[config.mk]
export PLATFORM = sky130hd
export DESIGN_NAME = serial_add_sub
export DESIGN_NICKNAME = d
export VERILOG_FILES = /design/src/rtl/serial_add_sub_pkg.sv /design/src/rtl/serial_add_sub_fas_bit.sv /design/src/rtl/serial_add_sub.sv
export SDC_FILE = /design/constraint.sdc
export NUM_CORES = 1
export LEC_CHECK = 0
export CAP_MARGIN = 20
export CELL_PAD_IN_SITES_DETAIL_PLACEMENT = 1
export CELL_PAD_IN_SITES_GLOBAL_PLACEMENT = 1
export CORE_ASPECT_RATIO = 1.75
export CORE_MARGIN = 3
export CORE_UTILIZATION = 41
export DETAILED_ROUTE_END_ITERATION = 12
export PLACE_DENSITY_LB_ADDON = 0.15
export SETUP_SLACK_MARGIN = 0.4
export SLEW_MARGIN = 15
export SYNTH_ARGS = -nofsm -noshare
export SYNTH_HDL_FRONTEND = slang
export SYNTH_SLANG_ARGS = --single-unit
[constraint.sdc]
create_clock -name clk -period 1.8 [get_ports clk]
set_input_delay 0.36 -clock clk [delete_from_list [all_inputs] [get_ports clk]]
set_output_delay 0.36 -clock clk [all_outputs]
set_load 0.005 [all_outputs]
[src/rtl/serial_add_sub_pkg.sv]
// Shared types and constants for the bit-serial adder/subtractor.
package serial_add_sub_pkg;

  typedef enum logic [1:0] {
    IDLE = 2'd0,
    RUN  = 2'd1,
    DONE = 2'd2
  } state_t;

  localparam logic ADD = 1'b1;
  localparam logic SUB = 1'b0;

endpackage

[src/rtl/serial_add_sub_fas_bit.sv]
// Combinational 1-bit full adder cell; subtraction is handled upstream
// by feeding it ~b with a carry-in of 1.
module fas_bit (
  input  logic a,
  input  logic b,
  input  logic cin,
  output logic s,
  output logic cout
);

  assign s    = a ^ b ^ cin;
  assign cout = (a & b) | (cin & (a ^ b));

endmodule

[src/rtl/serial_add_sub.sv]
// Bit-serial WIDTH-bit adder/subtractor: one full-adder cell, LSB first,
// registered result with carry, signed overflow and zero flags.
module serial_add_sub
  import serial_add_sub_pkg::*;
#(
  parameter int WIDTH = 8,
  parameter bit SAT   = 1'b0
) (
  input  logic             clk,
  input  logic             rst,
  input  logic             start,
  input  logic             a_ns,
  input  logic [WIDTH-1:0] a,
  input  logic [WIDTH-1:0] b,
  output logic             busy,
  output logic             done,
  output logic [WIDTH-1:0] s,
  output logic             cout,
  output logic             ovf,
  output logic             zero
);

  localparam int             CW   = $clog2(WIDTH);
  localparam logic [CW-1:0]  LAST = CW'(WIDTH - 1);
  localparam logic [WIDTH-1:0] SAT_MAX = {1'b0, {(WIDTH-1){1'b1}}};
  localparam logic [WIDTH-1:0] SAT_MIN = {1'b1, {(WIDTH-1){1'b0}}};

  state_t           state_r;
  state_t           state_nxt_s;
  logic [CW-1:0]    cnt_r;
  logic [WIDTH-1:0] a_sh_r;
  logic [WIDTH-1:0] b_sh_r;
  logic [WIDTH-1:0] acc_r;
  logic             carry_r;
  logic             sign_a_r;
  logic             busy_r;
  logic             done_r;
  logic [WIDTH-1:0] s_r;
  logic             cout_r;
  logic             ovf_r;
  logic             zero_r;

  logic             accept_s;
  logic             last_s;
  logic             sum_bit_s;
  logic             cout_bit_s;
  logic [WIDTH-1:0] sum_full_s;
  logic             ovf_s;
  logic [WIDTH-1:0] s_final_s;

  fas_bit u_cell (
    .a    (a_sh_r[0]),
    .b    (b_sh_r[0]),
    .cin  (carry_r),
    .s    (sum_bit_s),
    .cout (cout_bit_s)
  );

  // Next-state decode plus final-bit result assembly.
  always_comb begin
    state_nxt_s = state_r;
    accept_s    = 1'b0;
    last_s      = 1'b0;
    case (state_r)
      IDLE: begin
        accept_s    = start;
        state_nxt_s = start ? RUN : IDLE;
      end
      RUN: begin
        last_s      = (cnt_r == LAST);
        state_nxt_s = (cnt_r == LAST) ? DONE : RUN;
      end
      DONE: begin
        accept_s    = start;
        state_nxt_s = start ? RUN : IDLE;
      end
      default: begin
        state_nxt_s = IDLE;
      end
    endcase

    // On the last bit-cycle carry_r is the carry into the MSB.
    sum_full_s = {sum_bit_s, acc_r[WIDTH-1:1]};
    ovf_s      = carry_r ^ cout_bit_s;
    if (SAT && ovf_s) begin
      s_final_s = sign_a_r ? SAT_MIN : SAT_MAX;
    end else begin
      s_final_s = sum_full_s;
    end
  end

  // State register and status outputs, registered from the next state.
  always_ff @(posedge clk or posedge rst) begin
    if (rst) begin
      state_r <= IDLE;
      busy_r  <= 1'b0;
      done_r  <= 1'b0;
    end else begin
      state_r <= state_nxt_s;
      busy_r  <= (state_nxt_s == RUN);
      done_r  <= (state_nxt_s == DONE);
    end
  end

  // Operand load, serial datapath and result/flag capture.
  always_ff @(posedge clk or posedge rst) begin
    if (rst) begin
      cnt_r    <= {CW{1'b0}};
      a_sh_r   <= {WIDTH{1'b0}};
      b_sh_r   <= {WIDTH{1'b0}};
      acc_r    <= {WIDTH{1'b0}};
      carry_r  <= 1'b0;
      sign_a_r <= 1'b0;
      s_r      <= {WIDTH{1'b0}};
      cout_r   <= 1'b0;
      ovf_r    <= 1'b0;
      zero_r   <= 1'b0;
    end else if (accept_s) begin
      cnt_r    <= {CW{1'b0}};
      a_sh_r   <= a;
      b_sh_r   <= (a_ns == ADD) ? b : ~b;
      carry_r  <= (a_ns == SUB);
      sign_a_r <= a[WIDTH-1];
    end else if (state_r == RUN) begin
      a_sh_r  <= {1'b0, a_sh_r[WIDTH-1:1]};
      b_sh_r  <= {1'b0, b_sh_r[WIDTH-1:1]};
      acc_r   <= sum_full_s;
      carry_r <= cout_bit_s;
      if (last_s) begin
        s_r    <= s_final_s;
        cout_r <= cout_bit_s;
        ovf_r  <= ovf_s;
        zero_r <= (s_final_s == {WIDTH{1'b0}});
      end else begin
        cnt_r <= cnt_r + CW'(1);
      end
    end
  end

  assign busy = busy_r;
  assign done = done_r;
  assign s    = s_r;
  assign cout = cout_r;
  assign ovf  = ovf_r;
  assign zero = zero_r;

endmodule
==> flow_summary_export.csv <==
group,metric,value,unit
grt,antenna_found_initial,0,
logic_synthesis,yosysSeqAreaShare,0.569,
floorplanning,start_util,0.437,
worst_setup_path,crit_path_start_kind,"flop",
finish,drive_gt1_frac,0.296,
sta,worstMarginPinSlew,312,ps
cts,cts_tree,"built",
cts,path_clk_slew,90,ps
min_path,hold_path_class,"in -> async",
sta,fmax,678,MHz
sta,hold_violations,0,
sta,slew_headroom,0.791,
route,drtIter0Drc,10,
placement,place_hpwl,2550,um
finish,area_delta_synth_final,36.3,%
grt,gr-total-overflow,0,
power,power_leakage,1.22,nW
floorplanning,die_area,0.00537,mm^2
grt,grt_pass1_vias,1332,
placement,place.port_buffers,32,
route,vias_per_cell,5.21,
floorplanning,core.rowCount,31,
power,power,0.00450,W
finish,antenna_cells,0,
finish,final_common_cell,"dfrtp_1",
worst_setup_path,rr_worst_depth,5,
grt,track_usage,0.163,
grt,grt_max_degree,43,
power,peakVddDrop,1.10,mV
sta,holdWs,428,ps
worst_setup_path,cp.required,1990,ps
sta,finalCritPeriodShare,0.819,
cts,cts_buffers,5,
cts,cts_buffer_depth,2,
logic_synthesis,synth_nets,164,
run,cap_violations,0,
grt,grt_first_pass_wirelength,6640,um
cts,cts.sinks,42,
route,drcViolationCount,0,
route,via_count,1241,
logic_synthesis,synth-seq-cells,42,
logic_synthesis,synth_warnings,0,
route,firstDrtPassIters,3,
placement,gp_congestion,0.722,
sta,setup_viol,0,
route,antenna_left,0,
cts,clock-root-buffer,"clkbuf_8",
worst_setup_path,crit_arrival,1660,ps
outcome,outcome,"finished, final reports clean",
power,power_density,1790,mW/mm^2
logic_synthesis,syn_inst,141,
cts,clkLatencyLatePin,300,ps
finish,final_nets,211,
logic_synthesis,syn_area_per_cell,13.1,um^2
cts,htree_num_levels,2,
worst_setup_path,path_max_fanout,8,
floorplanning,io_pins,33,
sta,grt_setup_unrepaired,"true",
route,drt-total-wl,4060,um
worst_setup_path,end_kind,"flop",
worst_setup_path,critPathKind,"reg -> reg",
route,wire_per_inst,17.0,um
floorplanning,coreArea,0.00423,mm^2
floorplanning,die_w,56.7,um
sta,fin_crit,1470,ps
logic_synthesis,synthesis.area,0.00185,mm^2
floorplanning,die_height,94.8,um
finish,final_cell_mix,"dfrtp_1 (41), clkdlybuf4s50_1 (19), dlygate4sd2_1 (13), mux2_2 (12), buf_4 (12)",
sta,skew,8.99,ps
sta,finalSetupTns,0,ps
logic_synthesis,post_synth_num_cell_types,28,
sta,drv_slew,0,
[final cells by class]
type	instances	area, um^2
tap	49	61.3
clock inverter	3	68.8
timing repair buffer	48	457
fill	438	1710
clock buffer	5	68.8
sequential	42	1050
multi-input combinational	86	788
inverter	5	18.8
[per-stage QoR]
stage	setup WS (ps)	utilization	area, um^2	instances
6_report	326	0.595	2510	238
5_1_grt	274	0.595	2510	238
4_1_cts	309	0.585	2470	234
3_5_place_dp	124	0.522	2210	216
3_3_place_gp	180	0.522	2210	216
2_1_floorplan	352	-	1870	141
[logic make-up after synthesis]
kind of cell | synth area share
buffers and inverters | 0.0475
and+or+nand+nor | 0.0658
xor gates and xnor gates | 0.0427
adders and majority gates | 0.0244
muxes | 0.138
DFF | 0.569
AOI/OAI and AO/OA | 0.112
[report_power, final]
group	switching [W]	internal, W
clock network	0.000332	0.000556
registers	0.000340	0.00139
logic	0.000776	0.00110
[state kept, by name, summed over array words and instances (netlist names)]
name	count
busy	1
zero	1
carry_r	1
cnt_r	3
state_r	2
ovf	1
acc_r	7
s	8
done	1
cout	1
b_sh_r	8
a_sh_r	8
[critical path: stages, from the launching register on]
cell and delay (ps):
dfrtp_1 390, ha_2 210, ha_4 170, or3b_4 440, nand3_2 90, o21ai_1 60
[cell usage after synthesis]
cell type  number  share of area
a21o_1          7          0.028
a221o_1         3          0.016
a22o_1          9          0.043
and2b_4         1         0.0054
buf_2           3         0.0081
buf_4           2         0.0081
buf_6           3          0.018
clkbuf_2        1         0.0027
dfrtp_1        42           0.57
fa_1            1          0.011
ha_1            2          0.014
inv_1           5          0.010
mux2_2         12          0.073
mux2_4          4          0.033
mux2i_1         6          0.033
nand2_1         9          0.018
nand2b_1        1         0.0034
nand3_1         3         0.0081
nand3b_2        1         0.0061
nor2_1          3         0.0061
nor2_2          1         0.0034
nor2b_1         1         0.0034
nor4_1          2         0.0068
o21ai_0         2         0.0054
o21ai_1         7          0.019
or3b_1          1         0.0047
xnor2_1         6          0.028
xor2_1          3          0.014
[repair_timing]
item | in CTS | in global routing
gates resized for setup | 25 | 5
pin swaps | 6 | 6
setup endpoints to repair | 41 | 28
setup buffers | 9 | 4
hold buffers | 0 | 0
gates cloned | 1 | 0
[worst paths after layout]
check / startpoint / endpoint / slack [ps]
worst max-delay path: cnt_r[1] / cnt_r[0] / 330
worst max register to register: cnt_r[1] / cnt_r[0] / 330
worst min register to register: a_sh_r[4] / a_sh_r[4] / 490
min in group clk: a_sh_r[4] / a_sh_r[4] / 490
max in group asynchronous: rst / state_r[0] / 1160
worst min-delay path: rst / acc_r[5] / 430
[layer usage]
layer | wire length (um) | GRT usage
met2 | 2270 | 0.292
met4 | 55 | 0.0594
met5 | 0 | 0
met3 | 150 | 0.0369
met1 | 1580 | 0.186
Note: power is estimated with default switching activity, not from simulation.
